**config.mk**
```make
export PLATFORM = sky130hd
export DESIGN_NAME = multicycle_ctrl
export DESIGN_NICKNAME = d
export VERILOG_FILES = /design/src/rtl/riscv_ctrl_pkg.sv /design/src/rtl/ctrl_decode.sv /design/src/rtl/multicycle_ctrl.sv
export SDC_FILE = /design/constraint.sdc
export NUM_CORES = 1
export LEC_CHECK = 0
export CAP_MARGIN = 20
export CORE_ASPECT_RATIO = 0.8
export CORE_UTILIZATION = 40
export CTS_CLUSTER_DIAMETER = 40
export DETAILED_ROUTE_END_ITERATION = 10
export PLACE_DENSITY = 0.74
export SETUP_SLACK_MARGIN = 0.2
export SYNTH_ARGS = -nofsm -noshare
export SYNTH_HDL_FRONTEND = slang
export SYNTH_SLANG_ARGS = --single-unit
```
**constraint.sdc**
```tcl
create_clock -name clk -period 6.3 [get_ports clk]
set_clock_uncertainty 0.15 [all_clocks]
set_input_delay 1.89 -clock clk [delete_from_list [all_inputs] [get_ports clk]]
set_output_delay 1.89 -clock clk [all_outputs]
set_load 0.02 [all_outputs]
```
**src/rtl/riscv_ctrl_pkg.sv**
```systemverilog
// Shared definitions for the multi-cycle control sequencer:
//   - state_e   : sequencer states (encoding is visible on the debug port)
//   - iclass_e  : instruction class latched at DECODE
//   - OP_*      : supported major opcodes
//   - ALU_*     : ALUControl codes understood by the existing ALU
//   - alu_for_funct3 : maps an ALU funct3 to {supported, ALUControl}
package riscv_ctrl_pkg;

  typedef enum logic [2:0] {
    ST_IDLE   = 3'd0,
    ST_FETCH  = 3'd1,
    ST_DECODE = 3'd2,
    ST_EXEC   = 3'd3,
    ST_MEM    = 3'd4,
    ST_WB     = 3'd5,
    ST_HALT   = 3'd6
  } state_e;

  typedef enum logic [2:0] {
    CL_NONE   = 3'd0,
    CL_R      = 3'd1,
    CL_I      = 3'd2,
    CL_LOAD   = 3'd3,
    CL_STORE  = 3'd4,
    CL_BRANCH = 3'd5
  } iclass_e;

  localparam logic [6:0] OP_R      = 7'b0110011;
  localparam logic [6:0] OP_I      = 7'b0010011;
  localparam logic [6:0] OP_LOAD   = 7'b0000011;
  localparam logic [6:0] OP_STORE  = 7'b0100011;
  localparam logic [6:0] OP_BRANCH = 7'b1100011;

  localparam logic [3:0] ALU_AND = 4'b0000;
  localparam logic [3:0] ALU_OR  = 4'b0001;
  localparam logic [3:0] ALU_ADD = 4'b0010;
  localparam logic [3:0] ALU_SUB = 4'b0110;

  // Bit 4 of the result flags a supported funct3; bits 3:0 are the ALU code.
  // sub_sel only matters for funct3 000 (R-type uses funct7[5], I-type passes 0).
  function automatic logic [4:0] alu_for_funct3(input logic [2:0] funct3,
                                                input logic       sub_sel);
    logic [4:0] r_sel;
    case (funct3)
      3'b000:  r_sel = {1'b1, (sub_sel ? ALU_SUB : ALU_ADD)};
      3'b111:  r_sel = {1'b1, ALU_AND};
      3'b110:  r_sel = {1'b1, ALU_OR};
      default: r_sel = 5'b0_0000;
    endcase
    return r_sel;
  endfunction

endpackage

```
**src/rtl/ctrl_decode.sv**
```systemverilog
// Combinational instruction decoder for the multi-cycle sequencer.
// Ports:
//   i_ir        in  32  latched instruction word
//   o_class     out  3  instruction class (CL_NONE when unsupported)
//   o_alu_ctl   out  4  ALUControl code for EXEC onwards
//   o_alu_src   out  1  0 = readData2, 1 = immediate
//   o_illegal   out  1  encoding not supported by this datapath
module ctrl_decode
  import riscv_ctrl_pkg::*;
(
  input  logic [31:0] i_ir,
  output iclass_e     o_class,
  output logic [3:0]  o_alu_ctl,
  output logic        o_alu_src,
  output logic        o_illegal
);

  logic [6:0] w_opcode;
  logic [2:0] w_funct3;
  logic [4:0] w_alu_sel;
  logic       w_unused_bits;

  assign w_opcode = i_ir[6:0];
  assign w_funct3 = i_ir[14:12];

  // Register/immediate fields are consumed by the datapath, not the decoder.
  assign w_unused_bits = ^{i_ir[31], i_ir[29:15], i_ir[11:7]};

  always_comb begin
    o_class   = CL_NONE;
    o_alu_ctl = ALU_AND;
    o_alu_src = 1'b0;
    o_illegal = 1'b1;
    w_alu_sel = 5'b0_0000;
    case (w_opcode)
      OP_R: begin
        w_alu_sel = alu_for_funct3(w_funct3, i_ir[30]);
        if (w_alu_sel[4]) begin
          o_class   = CL_R;
          o_alu_ctl = w_alu_sel[3:0];
          o_illegal = 1'b0;
        end
      end
      OP_I: begin
        // ADDI has no subtract form, so funct7[5] is not consulted here.
        w_alu_sel = alu_for_funct3(w_funct3, 1'b0);
        if (w_alu_sel[4]) begin
          o_class   = CL_I;
          o_alu_ctl = w_alu_sel[3:0];
          o_alu_src = 1'b1;
          o_illegal = 1'b0;
        end
      end
      OP_LOAD: begin
        if (w_funct3 == 3'b011) begin
          o_class   = CL_LOAD;
          o_alu_ctl = ALU_ADD;
          o_alu_src = 1'b1;
          o_illegal = 1'b0;
        end
      end
      OP_STORE: begin
        if (w_funct3 == 3'b011) begin
          o_class   = CL_STORE;
          o_alu_ctl = ALU_ADD;
          o_alu_src = 1'b1;
          o_illegal = 1'b0;
        end
      end
      OP_BRANCH: begin
        if (w_funct3 == 3'b000) begin
          o_class   = CL_BRANCH;
          o_alu_ctl = ALU_SUB;
          o_alu_src = 1'b0;
          o_illegal = 1'b0;
        end
      end
      default: begin
      end
    endcase
  end

endmodule

```
**src/rtl/multicycle_ctrl.sv**
```systemverilog
// Multi-cycle sequencer driving the single-cycle datapath through
// FETCH/DECODE/EXEC/MEM/WB with ready handshakes on both memories.
// Ports:
//   clk, reset (async, active-low), run (start permit)
//   imem_req/imem_ready/inst  : instruction fetch handshake
//   ir                        : latched instruction
//   zero                      : ALU zero flag (branch resolve)
//   dmem_ready                : data access complete
//   MemRead, MemWrite, RegWrite, ALUSrc, MemtoReg, ALUControl : datapath controls
//   pc_we, pc_src             : PC update strobe and select
//   illegal                   : sticky unsupported-encoding flag
//   instret                   : retired-instruction counter (wraps)
//   state                     : current state, debug
module multicycle_ctrl
  import riscv_ctrl_pkg::*;
#(
  parameter int RETIRE_W = 32
) (
  input  logic                clk,
  input  logic                reset,
  input  logic                run,
  output logic                imem_req,
  input  logic                imem_ready,
  input  logic [31:0]         inst,
  output logic [31:0]         ir,
  input  logic                zero,
  input  logic                dmem_ready,
  output logic                MemRead,
  output logic                MemWrite,
  output logic                RegWrite,
  output logic                ALUSrc,
  output logic                MemtoReg,
  output logic [3:0]          ALUControl,
  output logic                pc_we,
  output logic                pc_src,
  output logic                illegal,
  output logic [RETIRE_W-1:0] instret,
  output logic [2:0]          state
);

  localparam logic [RETIRE_W-1:0] INSTRET_ONE = {{(RETIRE_W-1){1'b0}}, 1'b1};

  state_e                r_state;
  state_e                w_state_nxt;
  logic [31:0]           r_ir;
  iclass_e               r_class;
  logic [3:0]            r_alu_ctl;
  logic                  r_alu_src;
  logic                  r_illegal;
  logic [RETIRE_W-1:0]   r_instret;

  iclass_e               w_dec_class;
  logic [3:0]            w_dec_alu_ctl;
  logic                  w_dec_alu_src;
  logic                  w_dec_illegal;

  logic                  w_branch_exec;
  logic                  w_store_done;
  logic                  w_retire;

  ctrl_decode u_decode (
    .i_ir      (r_ir),
    .o_class   (w_dec_class),
    .o_alu_ctl (w_dec_alu_ctl),
    .o_alu_src (w_dec_alu_src),
    .o_illegal (w_dec_illegal)
  );

  assign w_branch_exec = (r_state == ST_EXEC) && (r_class == CL_BRANCH);
  // A store retires in the cycle its access completes, so the PC strobe has
  // to follow dmem_ready there; otherwise the PC would advance every MEM cycle.
  assign w_store_done  = (r_state == ST_MEM) && (r_class == CL_STORE) && dmem_ready;
  assign w_retire      = w_branch_exec || w_store_done || (r_state == ST_WB);

  always_comb begin
    w_state_nxt = r_state;
    case (r_state)
      ST_IDLE:   if (run) w_state_nxt = ST_FETCH;
      ST_FETCH:  if (imem_ready) w_state_nxt = ST_DECODE;
      ST_DECODE: w_state_nxt = w_dec_illegal ? ST_HALT : ST_EXEC;
      ST_EXEC: begin
        if ((r_class == CL_LOAD) || (r_class == CL_STORE)) w_state_nxt = ST_MEM;
        else if (r_class != CL_BRANCH)                     w_state_nxt = ST_WB;
      end
      ST_MEM:    if (dmem_ready && (r_class == CL_LOAD)) w_state_nxt = ST_WB;
      ST_WB:     w_state_nxt = ST_WB;
      ST_HALT:   w_state_nxt = ST_HALT;
      default:   w_state_nxt = ST_IDLE;
    endcase
    // run is sampled once more at retire: a late drop finishes the
    // instruction and parks in IDLE instead of fetching.
    if (w_retire) w_state_nxt = run ? ST_FETCH : ST_IDLE;
  end

  always_ff @(posedge clk or negedge reset) begin
    if (!reset) begin
      r_state   <= ST_IDLE;
      r_ir      <= 32'h0000_0000;
      r_class   <= CL_NONE;
      r_alu_ctl <= ALU_AND;
      r_alu_src <= 1'b0;
      r_illegal <= 1'b0;
      r_instret <= '0;
    end else begin
      r_state <= w_state_nxt;
      if ((r_state == ST_FETCH) && imem_ready) r_ir <= inst;
      // Decode results are held from EXEC through MEM/WB so the ALU
      // address/result stays stable while the data memory is busy.
      if (r_state == ST_DECODE) begin
        r_class   <= w_dec_class;
        r_alu_ctl <= w_dec_alu_ctl;
        r_alu_src <= w_dec_alu_src;
        if (w_dec_illegal) r_illegal <= 1'b1;
      end else if (w_retire) begin
        r_alu_ctl <= ALU_AND;
        r_alu_src <= 1'b0;
      end
      if (w_retire) r_instret <= r_instret + INSTRET_ONE;
    end
  end

  assign imem_req   = (r_state == ST_FETCH);
  assign MemRead    = (r_state == ST_MEM) && (r_class == CL_LOAD);
  assign MemWrite   = (r_state == ST_MEM) && (r_class == CL_STORE);
  // Writes to x0 are dropped here so the register file never sees them.
  assign RegWrite   = (r_state == ST_WB) && (r_ir[11:7] != 5'd0);
  assign MemtoReg   = (r_state == ST_WB) && (r_class == CL_LOAD);
  assign pc_we      = w_retire;
  assign pc_src     = w_branch_exec && zero;
  assign ALUControl = r_alu_ctl;
  assign ALUSrc     = r_alu_src;
  assign ir         = r_ir;
  assign illegal    = r_illegal;
  assign instret    = r_instret;
  assign state      = r_state;

endmodule

```
Word level (Yosys, flattened, before mapping)
Cells that the tools add are included.
Word-level totals
  register bits after elaboration: 76
  bits of input ports: 38
  output and inout bits: 80
  word-level logic and storage cells: 86
Operators by class
  add/sub/neg operators: 1
  eq/ne operators: 22
  muxes and demuxes: 37
  reduce and logical (&&, ||, !) cells: 19
Operators by type and width (number)
  $mux W3: 11
  $add A32 B1 Y32 const B: 1
  $pmux W5 S3: 2
  $eq A3 B3 Y1 const B: 7
  $pmux W3 S7: 1
  $mux W4: 4
  $pmux W4 S4: 1
  $pmux W3 S5: 1
  $eq A7 B6 Y1 const B: 2
  $eq A3 B2 Y1 const B: 4
  $mux W1: 10
  $mux W5: 2
  $logic_and A1 B1 Y1: 9
  $eq A7 B2 Y1 const B: 1
  $eq A7 B5 Y1 const B: 1
  $eq A7 B7 Y1 const B: 1
  $logic_not A3 Y1: 2
  $mux W2: 3
  $ne A3 B3 Y1 const B: 2
  $reduce_bool A5 Y1: 1
  $ne A4 B2 Y1 const B: 1
  $pmux W1 S4: 1
  $reduce_and A4 Y1: 1
  $eq A3 B1 Y1 const B: 1
  7 further kinds: 9

Logic depth before layout (Yosys ltp)
Gate-level depths: netlist (run 1).
  depth after elaboration: 8
  gate-level depth with buffers: 9
  mapped depth without buffers: 6

Hierarchy
A second synthesis (run 1) with hierarchy kept.
Unflattened totals
  cell total of the unflattened synthesis: 320
  area total of the unflattened synthesis: 3656.0 µm²
Modules (own cells, without submodules)
  multicycle_ctrl: instances 1, cells each 281, area an instance 3395.8 µm², seq. area each 1901.8 µm²
  ctrl_decode: instances 1, cells each 39, area an instance 260.2 µm², seq. area each 0.0 µm²

Least setup slack after synthesis (run 1)
No wires, ideal clock.
  kind: input to output
  from: in dmem_ready
  to: out pc_we
  arrival: 2.971 ns
  required time: 4.260 ns
  setup slack: 1.289 ns
  stages on the path: 5
  cell sequence: inv_1 or4_4 and3_2 buf_6 inv_2
Between the ends
  word-level cells in the longest chain between the ends: 3
Ends and longest elaborated chain
  start, declared: RTL line multicycle_ctrl.sv:27  | input logic dmem_ready,
  $logic_and A1 B1 Y1: RTL line multicycle_ctrl.sv:72  | assign w_store_done = (r_state == ST_MEM) && (r_class == CL_STORE) && dmem_ready;
  $logic_or A1 B1 Y1 (2 in series): RTL line multicycle_ctrl.sv:73  | assign w_retire = w_branch_exec || w_store_done || (r_state == ST_WB);
  end, declared: RTL line multicycle_ctrl.sv:34  | output logic pc_we,
Every way passes these cells.

Final worst setup path (run 1)
Same ends and word-level chain as after synthesis.

==> impl_metrics.tcl, run 1 <==
set metrics [dict create \
    ys_ff_latch 75 \
    grt_pass1_wl_um 13500 \
    antenna_found_initial 0 \
    htreeDepth 3 \
    synth-seq-area-share_pct 53.9 \
    power.density_nw_per_um2 401 \
    synth_cell_types 53 \
    cts_buffers 9 \
    syn_area_sq_um 3480 \
    drive_above_1_share_pct 15.0 \
    start_util_pct 41.1 \
    die_y_um 85.5 \
    core_sq_um 8480 \
    worstPathArrival_ns 3.97 \
    power_mw 1.96 \
    drc_errors 0 \
    synth_top_cell_by_area "dfrtp_1" \
    rsz0062_at_grt "false" \
    yosysTopAreaCellShare_pct 53.9 \
    post-route-min-period_ns 6.01 \
    ys.flop_type "dfrtp_1" \
    cts_resized 0 \
    hold_violations 0 \
    clk_path_buf_depth 2 \
    diodes 0 \
    status "complete, no violations" \
    nets 467 \
    slew_violations 0 \
    cts.sink_count 75 \
    worstHoldPathType "reg2reg" \
    die_x_um 106 \
    numPlacedInstances 529 \
    vias_per_cell 5.18 \
    fillCellCount 726 \
    cp_top_family "buffers and inverters" \
    ys_warn_count 0 \
    syn_area_per_cell_sq_um 11.2 \
    cp_slowest_cell "clkdlybuf4s50_1" \
    worst_pin_slew_ns 0.944 \
    worst-path-buf-inv 4 \
    finalCritPeriodShare_pct 95.4 \
    peakVddDrop_uv 299 \
    gp_congestion 0.841 \
    crit_path_end_kind "primary output" \
    crit_top_cell "clkdlybuf4s50_1" \
    clockRootBuffer "clkbuf_8" \
    crit_required_ns 4.26 \
    grt_overflow_total 0 \
    cp_max_fo 9 \
    rows 30 \
    path_cells "clkdlybuf4s50_1, inv_1, or4_4, and3_2, inv_2, clkdlybuf4s50_1" \
    syn-instance-count 312 \
    antenna_left 0 \
    grt_pass1_vias 2829 \
    dieArea_sq_um 9090 \
    routed_wl_um 7950 \
    final-instance-count-excl-fill 545 \
    synthesis.nets 351 \
    grt_usage_pct 19.2 \
    setup_viol 0 \
    synth_edf_count 0 \
    grt_max_degree 76 \
    crit_type "in2out" \
    critPathMaxStageDelay_ns 0.59 \
    postCtsSetupBuffers 0 \
    clock_latency_ns 0.34 \
    postCtsHoldBufs 0 \
    wl_per_cell_um 14.6 \
    io_buffers 116 \
    drt_iter0_drc 110 \
    synthTopCellsByArea "dfrtp_1, mux2_2, xnor2_1" \
    cts_tree "built" \
    dpl.hpwl_um 5760 \
    clk_pin_slew_ns 0.07 \
    leakage_nw 1.91 \
    io-pin-count 118 \
    slew_headroom_pct 37.0 \
    cap_violations 0 \
    max_freq_mhz 166 \
    first_pass_iters 4 \
    async_reset_ff_share_pct 100 \
    syn2layout_area_growth_pct 40.7 \
    critical_path.startpoint_type "input pin" \
    tns_ns 0 \
    vias 2821 \
]
## metal layers
layer	vias to the layer above	wire length [um]	global-route usage, %
li1	1337	-	-
met1	1382	3380	24.4
met2	95	3770	29.8
met3	7	698	8.06
met4	0	97	6.44
met5	-	0	0
## kinds of logic after synthesis
family | Yosys count | share of synthesized area [%]
AND/OR/NAND/NOR | 119 | 17.5
flip-flops | 75 | 53.9
multiplexers | 33 | 10.6
XOR/XNOR | 31 | 7.79
AO/OA/AOI/OAI | 30 | 6.89
buffers and inverters | 22 | 2.84
adder cells (fa/ha/maj) | 1 | 0.359
other | 1 | 0.108
## cell usage after synthesis (all sizes together) (2+ instances only)
cell type and n:
a21oi 7, a22o 2, a31oi 3, a32o 2, and2 2, and3 4
buf 4, clkbuf 9, dfrtp 75, inv 9, mux2 32, nand2 33
nand2b 3, nand3 13, nand4 12, nor2 21, nor3 16, o21ai 4
o31ai 2, o32ai 2, or3 3, or4 3, xnor2 21, xor2 10
## worst paths after layout
check / startpoint / end / slack [ns] / depth (start not counted)
worst max-delay path: dmem_ready / pc_we / 0.29 / 6
worst min-delay path: instret[31] / instret[31] / 0.32 / 1
worst max register to register: state[1] / instret[7] / 3.83 / 7
worst min register to register: instret[31] / instret[31] / 0.32 / 1
max in group asynchronous: reset / ir[15] / 3.85 / 1
min in group asynchronous: reset / instret[15] / 1.50 / 1
## through the flow
step	setup slack (ns)	area [sq um]	util [%]	hold slack, ns
detailed placement	0.285	4730	55.8	0.307
finish	0.290	4900	57.8	0.321
global placement	0.286	4730	55.8	0.304
floorplan	1.29	3480	-	0.324
CTS	0.284	4900	57.8	0.330
global route	0.255	4900	57.8	0.346
## sequential cells by signal (all words and copies together) (netlist names)
name and flops:
instret 32, ir 32, ALUControl 3, r_class 3, state 3, ALUSrc 1, illegal 1
## cell usage in the layout, fill, tap and decap left out, types with 2 or more instances in the layout
cell type	count
o21ai_0	4
clkdlybuf4s50_1	115
nand2b_1	3
mux2_2	32
buf_4	3
xnor2_1	21
or3_1	2
a32o_1	2
nor3_1	14
inv_1	8
xor2_1	10
o32ai_1	2
nor3_2	2
and2_1	2
dfrtp_1	75
nand2_1	33
o31ai_1	2
nor2_1	21
a31oi_1	2
or4_1	2
nand4_1	12
clkbuf_8	9
clkinvlp_4	3
nand3_1	13
clkinv_2	2
a21oi_1	7
and3_1	3
## cell type report
class | instances | area (sq um) | share of cell area (%)
timing repair buffer | 118 | 1170 | 23.9
multi-input combinational | 215 | 1510 | 30.8
sequential | 75 | 1880 | 38.3
clock inverter | 6 | 41.3 | 0.842
tap | 112 | 140 | 2.86
inverter | 9 | 33.8 | 0.689
clock buffer | 10 | 128 | 2.60
## report_power, final
group | total, mW | leakage (nW) | internal, mW | switching, mW
Sequential | 0.758 | 0.924 | 0.620 | 0.138
Clock | 0.322 | 0.0787 | 0.143 | 0.180
Combinational | 0.883 | 0.905 | 0.446 | 0.437
Total | 1.96 | 1.91 | 1.21 | 0.754
(Power assumes the default switching activity.)
==> run 2: changes to the inputs <==
--- a/config.mk
+++ b/config.mk
@@ -10,7 +10,8 @@
 export CORE_UTILIZATION = 40
 export CTS_CLUSTER_DIAMETER = 40
 export DETAILED_ROUTE_END_ITERATION = 10
-export PLACE_DENSITY = 0.74
+export DONT_BUFFER_PORTS = 1
+export PLACE_DENSITY = 0.56
 export SETUP_SLACK_MARGIN = 0.2
 export SYNTH_ARGS = -nofsm -noshare
 export SYNTH_HDL_FRONTEND = slang
==> impl_metrics.tcl, run 2 (same netlist as run 1, synthesis figures left out) <==
set metrics [dict create \
    status "complete, no violations" \
    drive_above_1_share_pct 20.0 \
    power.density_nw_per_um2 460 \
    clk_path_buf_depth 2 \
    numPlacedInstances 412 \
    htreeDepth 3 \
    post-route-min-period_ns 5.06 \
    drt_iter0_drc 108 \
    clk_pin_slew_ns 0.08 \
    nets 350 \
    routed_wl_um 7360 \
    die_x_um 106 \
    multi_input_area_sq_um 1510 \
    setup_viol 0 \
    gp_congestion 0.806 \
    wl_per_cell_um 17.2 \
    crit_required_ns 4.26 \
    wl_met1_um 3380 \
    top_layer_used "met4" \
    cts_tree "built" \
    dp_slack_ns 1.23 \
    drc_errors 0 \
    postCtsHoldBufs 0 \
    cts.sink_count 75 \
    antenna_left 0 \
    r2r_slack_ns 3.69 \
    vias 2293 \
    hold-worst-slack_ns 0.397 \
    first_pass_iters 4 \
    core_sq_um 8480 \
    grt_usage_pct 17.3 \
    power_mw 1.74 \
    cts_resized 0 \
    grt_max_degree 76 \
    start_util_pct 41.1 \
    dr_wl_met3_um 701 \
    dieArea_sq_um 9090 \
    cp_max_fo 9 \
    crit_type "in2out" \
    cts_buffers 9 \
    hold_violations 0 \
    rows 30 \
    die_y_um 85.5 \
    diodes 0 \
    crit_path_end_kind "primary output" \
    setup_ws_ns 1.24 \
    tns_ns 0 \
    dpl.hpwl_um 5140 \
    slew_violations 0 \
    grt_pass1_vias 2309 \
    worstHoldPathType "reg2reg" \
    io_buffers 0 \
    antenna_found_initial 0 \
    clockRootBuffer "clkbuf_8" \
    leakage_nw 1.49 \
    postCtsSetupBuffers 0 \
    final-instance-count-excl-fill 427 \
    met2WireLength_um 3140 \
    critPathMaxStageDelay_ns 0.57 \
    clock_latency_ns 0.34 \
    finalCritPeriodShare_pct 80.4 \
    max_freq_mhz 197 \
    cap_violations 0 \
    worst_pin_slew_ns 0.667 \
    cp_slowest_cell "or4_4" \
    io-pin-count 118 \
    peakVddDrop_uv 194 \
    slew_headroom_pct 55.2 \
    syn2layout_area_growth_pct 8.51 \
    grt_overflow_total 0 \
    rsz0062_at_grt "false" \
    vias_per_cell 5.37 \
    critical_path.startpoint_type "input pin" \
    fillCellCount 799 \
    grt_pass1_wl_um 12000 \
    path_cells "inv_1, or4_4, and3_2, inv_2" \
    mostFrequentLayoutCells "dfrtp_1, nand2_1, mux2_2" \
    worstPathArrival_ns 3.02 \
    register_area_sq_um 1880 \
    final_common_cell "dfrtp_1" \
]
run 2: cell types whose count changed in the layout (fill, tap and decap cells not counted):
cell | previous run | this run
clkbuf_1 | 1 | 0
bufinv_16 | 0 | 2
clkinvlp_4 | 3 | 1
clkinv_4 | 0 | 1
buf_4 | 3 | 1
clkdlybuf4s50_1 | 115 | 0
clkinv_2 | 2 | 1
run 2: area by class of cell:
type                    instances  share of cell area (%)
clock buffers                   9                    3.28
clock inverters                 6                    2.38
inverters                       9                   0.893
multi-input cells             215                    39.9
flip-flops and latches         75                    49.6
well taps                     112                    3.71
repair buffers                  1                   0.199
run 2: final timing paths:
path                             from          end  depth (start not counted)
max                        dmem_ready        pc_we                          4
min                        r_class[1]   r_class[1]                          2
max reg2reg                  state[1]   instret[9]                          5
min reg2reg                r_class[1]   r_class[1]                          2
max in group asynchronous       reset        ir[0]                          0
min in group asynchronous       reset  instret[25]                          0
run 2: layer usage:
layer / vias up / GRT usage, %
met1: 1098 / 22.4
li1: 1098 / -
met5: - / 0
met3: 12 / 8.06
met4: 0 / 6.31
met2: 85 / 25.0
run 2: through the flow:
stage | instance area, sq um | util, %
after floorplan | 3480 | -
after global placement | 3570 | 42.1
after detailed placement | 3570 | 42.1
after CTS | 3780 | 44.6
after global routing | 3780 | 44.6
final | 3780 | 44.6
run 2: critical path, delay by kind of cell:
family	cells	cell delay (ns)
simple gates	2	0.90
buf+inv	2	0.23
run 2: where the power goes:
group          total [mW]  switching (mW)  internal [mW]  leakage [nW]
logic               0.374           0.188          0.186         0.459
registers           0.961           0.343          0.618         0.924
clock network       0.405           0.183          0.222         0.106
==> run 3: changes to the inputs <==
==> constraint.sdc (replaced) <==
create_clock -name clk -period 5.1 [get_ports clk]
set_clock_uncertainty 0.15 [all_clocks]
set_input_delay 1.53 -clock clk [delete_from_list [all_inputs] [get_ports clk]]
set_output_delay 1.53 -clock clk [all_outputs]
set_load 0.02 [all_outputs]
==> impl_metrics.tcl, run 3 (same netlist as run 1, synthesis figures left out) <==
set metrics [dict create \
    r2r_slack_ns 2.47 \
    mostFrequentLayoutCells "dfrtp_1, nand2_1, mux2_2" \
    dpl.hpwl_um 5170 \
    post-route-min-period_ns 4.35 \
    crit_path_end_kind "primary output" \
    rr_worst_depth 6 \
    gp_congestion 0.792 \
    crit_type "in2out" \
    power.density_nw_per_um2 588 \
    slew_headroom_pct 54.7 \
    grt_max_degree 76 \
    tns_ns 0 \
    rsz0062_at_grt "false" \
    min_path_cells 2 \
    critPathMaxStageDelay_ns 0.57 \
    path_cells "inv_1, or4_4, and3_2, inv_2" \
    worst-path-buf-inv 2 \
    drc_errors 0 \
    hold_violations 0 \
    drt_iter0_drc 130 \
    leakage_nw 1.52 \
    dpl_cell_area_sq_um 3570 \
    critical_path.startpoint_type "input pin" \
    first_pass_iters 4 \
    nets 350 \
    worst_pin_slew_ns 0.674 \
    cts_buffers 9 \
    cts_tree "built" \
    cp_max_fo 9 \
    slew_violations 0 \
    cp_slowest_cell "or4_4" \
    cp_top_family "simple AND/OR/NAND/NOR gates" \
    worstPathArrival_ns 2.67 \
    clk_path_buf_depth 2 \
    worstHoldPathType "reg2reg" \
    max_freq_mhz 230 \
    cap_violations 0 \
    crit_required_ns 3.42 \
    postCtsSetupBuffers 0 \
    min_from "r_class[1]" \
    drive_above_1_share_pct 20.0 \
    postCtsHoldBufs 0 \
    core_sq_um 8480 \
    finish.instance_area_sq_um 3830 \
    clk_pin_slew_ns 0.08 \
    finalCritPeriodShare_pct 85.4 \
    syn2layout_area_growth_pct 9.91 \
    io-pin-count 118 \
    setup_viol 0 \
    grt_pass1_wl_um 12200 \
    io_buffers 0 \
    vias 2324 \
    die_x_um 106 \
    clockRootBuffer "clkbuf_8" \
    wl_per_cell_um 17.4 \
    rr_endpoint "instret[7]" \
    grt_usage_pct 17.5 \
    diodes 0 \
    htreeDepth 3 \
    die_y_um 85.5 \
    grt_overflow_total 0 \
    clock_latency_ns 0.34 \
    worst-path-stages 4 \
    crit_path_end "pc_we" \
    status "complete, no violations" \
    hold-worst-slack_ns 0.384 \
    routed_wl_um 7440 \
    postLayoutCoreUtil_pct 45.1 \
    grt_pass1_vias 2265 \
    power_mw 2.25 \
    crit-reg2reg-launch "state[1]" \
    dieArea_sq_um 9090 \
    cts_resized 0 \
    start_util_pct 41.1 \
    antenna_found_initial 0 \
    vias_per_cell 5.44 \
    rows 30 \
    peakVddDrop_uv 302 \
    antenna_left 0 \
    crit_start "dmem_ready" \
    final_common_cell "dfrtp_1" \
    cts.sink_count 75 \
]
## run 3: cell count changes in the layout (fill, tap and decap cells not counted)
| cell | before | now |
|---|---|---|
| bufinv_16 | 2 | 4 |
| clkinvlp_4 | 1 | 0 |
| inv_6 | 1 | 0 |
| clkbuf_8 | 9 | 10 |
| clkinv_4 | 1 | 0 |
## run 3: where the power goes
group | leakage, nW | switching (mW) | internal [mW] | total [mW]
clock network | 0.132 | 0.218 | 0.385 | 0.603
logic | 0.459 | 0.231 | 0.229 | 0.461
registers | 0.924 | 0.426 | 0.763 | 1.19
## run 3: worst min path at each step
stage,endpoint,slack (ns)
3_5_place_dp,r_class[1],0.38
4_1_cts,r_class[1],0.40
2_1_floorplan,r_class[1],0.32
3_3_place_gp,r_class[2],0.37
5_1_grt,r_class[2],0.43
6_report,r_class[1],0.38
## run 3: layout make-up
cell class              instances  area, sq um
well taps                     112          140
clock buffers                  10          138
inverters                       9         33.8
flip-flops and latches         75         1880
multi-input cells             215         1510
clock inverters                 5          125
fillers                       813         4650
repair buffers                  1         7.51
## run 3: metrics by stage
step / worst slack [ns] / cells
after global placement: 0.775 / 412
after floorplan: 0.809 / 312
after detailed placement: 0.737 / 412
after CTS: 0.730 / 427
final: 0.747 / 427
after global routing: 0.705 / 427
## run 3: tightest hold or removal path: cells and delay by family (launching register included)
kind               cells  cell delay (ns)
DFF                    1             0.38
and+or+nand+nor        1             0.07
AOI/OAI and AO/OA      1             0.05
## run 3: metal layers
metal  vias to the layer above  global-route usage [%]  part of all wire, %
li1                       1101                       -                    -
met1                      1121                    23.2                   46
met2                        90                    25.0                   43
met3                        12                    7.76                   10
met4                         0                    6.44                  1.3
met5                         -                       0                    0
==> variant 1: new RTL, settings of run 2 <==
Reset style: synchronous (`reset`), changed in one clocked block. Comments in the files are not updated.
--- a/src/rtl/multicycle_ctrl.sv
+++ b/src/rtl/multicycle_ctrl.sv
@@ -92,7 +92,7 @@
     if (w_retire) w_state_nxt = run ? ST_FETCH : ST_IDLE;
   end
 
-  always_ff @(posedge clk or negedge reset) begin
+  always_ff @(posedge clk) begin
     if (!reset) begin
       r_state   <= ST_IDLE;
       r_ir      <= 32'h0000_0000;
Formal check against the unedited RTL: differs if reset is asserted again (counterexample within 4 cycles, from zero or initial values and one cycle with reset low); with reset held inactive, the same outputs for 10 cycles.
==> variant 1 against run 2 <==
  * Critical path depth fell by 1
  * Maximum frequency up 5.5%
  * Area after synthesis is 2.9% higher
  * Cell area grew 1.3%
  * Routed wire length rose by 24%
  * Worst setup slack gained 0.26 ns
  * Via count rose by 38%
  * Non-clock buffer count increased by 3
  * Sequential cell count unchanged
  * Global-route usage up 3.4 points
  * Critical path type unchanged
Power is not compared: it rests on default switching activity, and its combinational part moved more than twofold at a synthesized area within 25%.
==> variant 1: results <==
[route]
vias_per_cell = 5.68
wl_um = 9150
drt_iter0_markers = 196
drt-pass1-iter-count = 4

[hold_path]
hp-class = "flip-flop to flip-flop"
hold_start = "r_class[1]$_SDFFE_PN0P_"

[clocking]
clockRootBuffer = "clkbuf_8"
cts_hold_buf = 0
clk_latency_ns = 0.35
post-cts-setup-buffers = 0
htree_levels = 3
cts_resized = 0
clock_path_buffers = 2
clk_pin_slew_worst_paths_ns = 0.07

[yosys]
synth_cell_type_count = 61
syn_nets = 491
async_flop_share_pct = 0
synth.most_common_cell = "nand2_1"
synth_common_cells = "87 x nand2_1, 75 x dfxtp_1, 65 x a21oi_1, 22 x nor2_1, 19 x clkbuf_1"
synth-edff-count = 0
ys.flop_type = "dfxtp_1"
synth_seq_area_share_pct = 41.9
yosysWarnings = 0
netlist_top_cells_area = "dfxtp_1 42%, nand2_1 9.1%, a21oi_1 9.1%, or3_1 2.6%, o21ai_0 2.5%"

[final_layout]
fillers = 906
n_antenna_cell = 0
drive_above_1_share_pct = 8.56
nets = 478

[critical_path]
cp.arrival_ns = 2.76
r2r-start = "state[0]$_SDFFE_PN0P_"
worstSetupStartpoint = "dmem_ready"
crit_fanout = 6

[global_route]
track_usage_pct = 20.7
grt_max_degree = 38
antenna_found_initial = 0
grt_pass1_vias = 2907
grt_first_pass_wirelength_um = 15000

[place]
placed_area_sq_mm = 0.00361
port_buffers = 0
place.gp.congestion = 0.836
hpwl_um = 6470

[timing]
worst_pin_slew_ns = 1.05

[pwr]
p_leak_uw = 0.00122
swShare_pct = 33.4
peakVddDrop_uv = 171

[run_status]
outcome = "completed"
variant 1: changes by cell type after synthesis, moves of 5 or more:
cell,before,now
dfrtp_1,75,0
dfxtp_1,0,75
a21oi_1,7,65
nand2_1,33,87
mux2_2,32,0
o21ai_0,4,18
xnor2_1,21,7
or3_1,2,15
clkbuf_1,9,19
xor2_1,10,1
a31oi_1,2,7
variant 1: cell type report:
type | instances | area [sq um] | share of cell area, %
clock buffers | 11 | 141 | 3.69
clock inverters | 5 | 52.6 | 1.37
inverters | 11 | 41.3 | 1.08
multi-input cells | 338 | 1900 | 49.7
flip-flops and latches | 75 | 1500 | 39.2
well taps | 112 | 140 | 3.66
repair buffers | 4 | 50.0 | 1.31
variant 1: kinds of logic (layout without fill, tap and decap cells):
group	after synthesis	count (layout)	synth area share [%]
simple gates	211	211	30.8
compound gates	113	113	18.8
flops	75	75	41.9
buf+inv	39	31	5.06
xor+xnor	8	8	1.95
mux	4	4	1.12
fa+ha+maj	1	1	0.349
other cells	1	1	0.105
variant 1: final timing paths:
| check | endpoint | slack [ns] | cells past startpoint |
|---|---|---|---|
| worst max-delay path | pc_we | 1.50 | 3 |
| worst min-delay path | r_class[1]$_SDFFE_PN0P_ | 0.34 | 2 |
| worst min register to register | r_class[1]$_SDFFE_PN0P_ | 0.34 | 2 |
| worst max register to register | ir[29]$_SDFFE_PN0P_ | 3.45 | 5 |
variant 1: critical path, stage by stage:
cell	delay, ns
and3_1	0.20
nor3_2	0.39
inv_1	0.28
variant 1: stage by stage:
stage          util [%]  std cells  hold slack, ns  worst slack (ns)
2_1_floorplan         -        452           0.303              1.66
3_3_place_gp       42.0        539           0.323              1.58
3_5_place_dp       42.0        539           0.330              1.48
4_1_cts            44.3        555           0.344              1.48
5_1_grt            44.6        556           0.376              1.47
6_report           44.6        556           0.342              1.50
variant 1: power groups by stage:
stage,Sequential [uW],Combinational (uW),Clock (uW)
after floorplan,583,166,0
after global placement,614,162,0
after detailed placement,616,164,0
after CTS,604,164,386
after global routing,611,196,405
final,604,175,373
variant 1: layer usage:
layer	GRT usage (%)	part of all wire (%)	wire length (um)
met1	28.0	50	4540
met2	30.5	42	3810
met3	7.52	7.7	706
met4	6.35	1.0	94
met5	0	0	0
==> variant 2: new RTL, settings of run 2 <==
Without the edit above. `RETIRE_W`: 32 -> 40.
--- a/src/rtl/multicycle_ctrl.sv
+++ b/src/rtl/multicycle_ctrl.sv
@@ -14,7 +14,7 @@
 module multicycle_ctrl
   import riscv_ctrl_pkg::*;
 #(
-  parameter int RETIRE_W = 32
+  parameter int RETIRE_W = 40
 ) (
   input  logic                clk,
   input  logic                reset,
Ports: changed (resized instret); port bits go from 118 to 126. No check against the original RTL was run, so the function may have changed too.
==> variant 2 against run 2 <==
  * Largest power group unchanged
  * Sequential power grew 6%
  * Power increased by 17%
  * Critical endpoint unchanged
  * First-iteration DRC count grew 18%
  * Worst setup slack improved by 0.12 ns
  * Clock power rose by 57%
  * Area after synthesis up 13%
  * Cell area is 14% higher
  * Sequential cell count rose by 8
  * Routed wire length grew 12%
==> variant 2: results <==
[yosys]
synth_seq_area_share_pct = 53.0
syn_nets = 381
synth.avg_cell_area_sq_um = 11.5
synth_common_cells = "83 x dfrtp_1, 33 x mux2_2, 31 x xnor2_1, 24 x nand2_1, 19 x nor2_1"
yosysWarnings = 0
netlist_top_cells_area = "dfrtp_1 53%, mux2_2 9.5%, xnor2_1 6.9%, nand2_1 2.3%, nand4_1 2.1%"
ys.flop_type = "dfrtp_1"
async_flop_share_pct = 100

[global_route]
track_usage_pct = 17.2
grt_use_met3_pct = 6.38
grt_first_pass_wirelength_um = 13600
grtUsageMet2_pct = 25.3
grt_max_degree = 84
grt_pass1_vias = 2634
antenna_found_initial = 0
use_met1_pct = 23.1

[place]
dp_cells = 438
dpl_worst_slack_ns = 1.36
placed_area_sq_mm = 0.00394
place.gp.congestion = 0.778
hpwl_um = 5670

[run_status]
outcome = "completed"

[pwr]
p_leak_uw = 0.00185
peakVddDrop_uv = 235

[clocking]
post-cts-setup-buffers = 0
clk_latency_ns = 0.33
cts_buffers = 9
clockRootBuffer = "clkbuf_16"
clock_path_buffers = 2
htree_levels = 3
clk_pin_slew_worst_paths_ns = 0.06

[critical_path]
cp_slowest_cell = "nor4b_4"
crit_fanout = 8
cp.arrival_ns = 2.90
max_stage_delay_ns = 0.37

[route]
drt-met1-wl_um = 3740
drt_iter0_markers = 127
drt-pass1-iter-count = 4
wl_met2_um = 3700
wl_met3_um = 684
drc = 0
wl_um = 8240
vias_per_cell = 5.71

[final_layout]
drive_above_1_share_pct = 18.6
fillers = 841
nets = 373
multiInputGateArea_sq_mm = 0.00170
n_antenna_cell = 0
fin_cells = 453

[hold_path]
hp-class = "flip-flop to flip-flop"

[timing]
slew-limit-headroom_pct = 60.6
## variant 2: cell types whose count changed in the layout (fill, tap and decap cells not counted), sizes merged, moves of 3 or more
cell    change
a21boi      +3
and3        +8
and4        +5
dfrtp       +8
inv         -8
nand2       -9
nand3       +3
nand3b      +3
nor3        -7
o21ai       +6
xnor2      +10
## variant 2: area by class of cell
class,instances,share of cell area [%]
Clock buffer,10,5.55
Tap cell,115,3.34
Clock inverter,5,2.91
Inverter,2,0.174
Multi-Input combinational cell,237,39.6
Sequential cell,83,48.3
Timing Repair Buffer,1,0.174
## variant 2: worst max-delay path: cells and delay by family
kind / cells / cell delay [ns]
and+or+nand+nor: 3 / 1.01
## variant 2: worst paths after layout
check | startpoint | to | slack [ns] | depth (start not counted)
max | dmem_ready | pc_we | 1.36 | 3
min | r_class[2]$_DFFE_PN0P_ | r_class[2]$_DFFE_PN0P_ | 0.44 | 2
max reg2reg | state[2]$_DFFE_PN0P_ | instret[25]$_DFFE_PN0P_ | 3.65 | 5
min reg2reg | r_class[2]$_DFFE_PN0P_ | r_class[2]$_DFFE_PN0P_ | 0.44 | 2
max in group asynchronous | reset | ir[31]$_DFFE_PN0P_ | 4.75 | 0
min in group asynchronous | reset | ir[19]$_DFFE_PN0P_ | 1.10 | 0
## variant 2: cell families (layout without fill, tap and decap cells)
kind of cell,count (synthesis),count (layout),synth area share (%)
other cells,1,1,0.0956
fa+ha+maj,1,1,0.319
buf+inv,22,18,3.73
xor+xnor,40,40,8.93
simple gates,125,125,18.1
mux,33,33,9.48
compound gates,37,37,6.35
flops,83,83,53.0
## variant 2: power by group
group	internal [uW]	leakage, uW	switching, uW
combinational	210	0.000598	166
clock	435	0.000179	202
sequential	668	0.00107	352
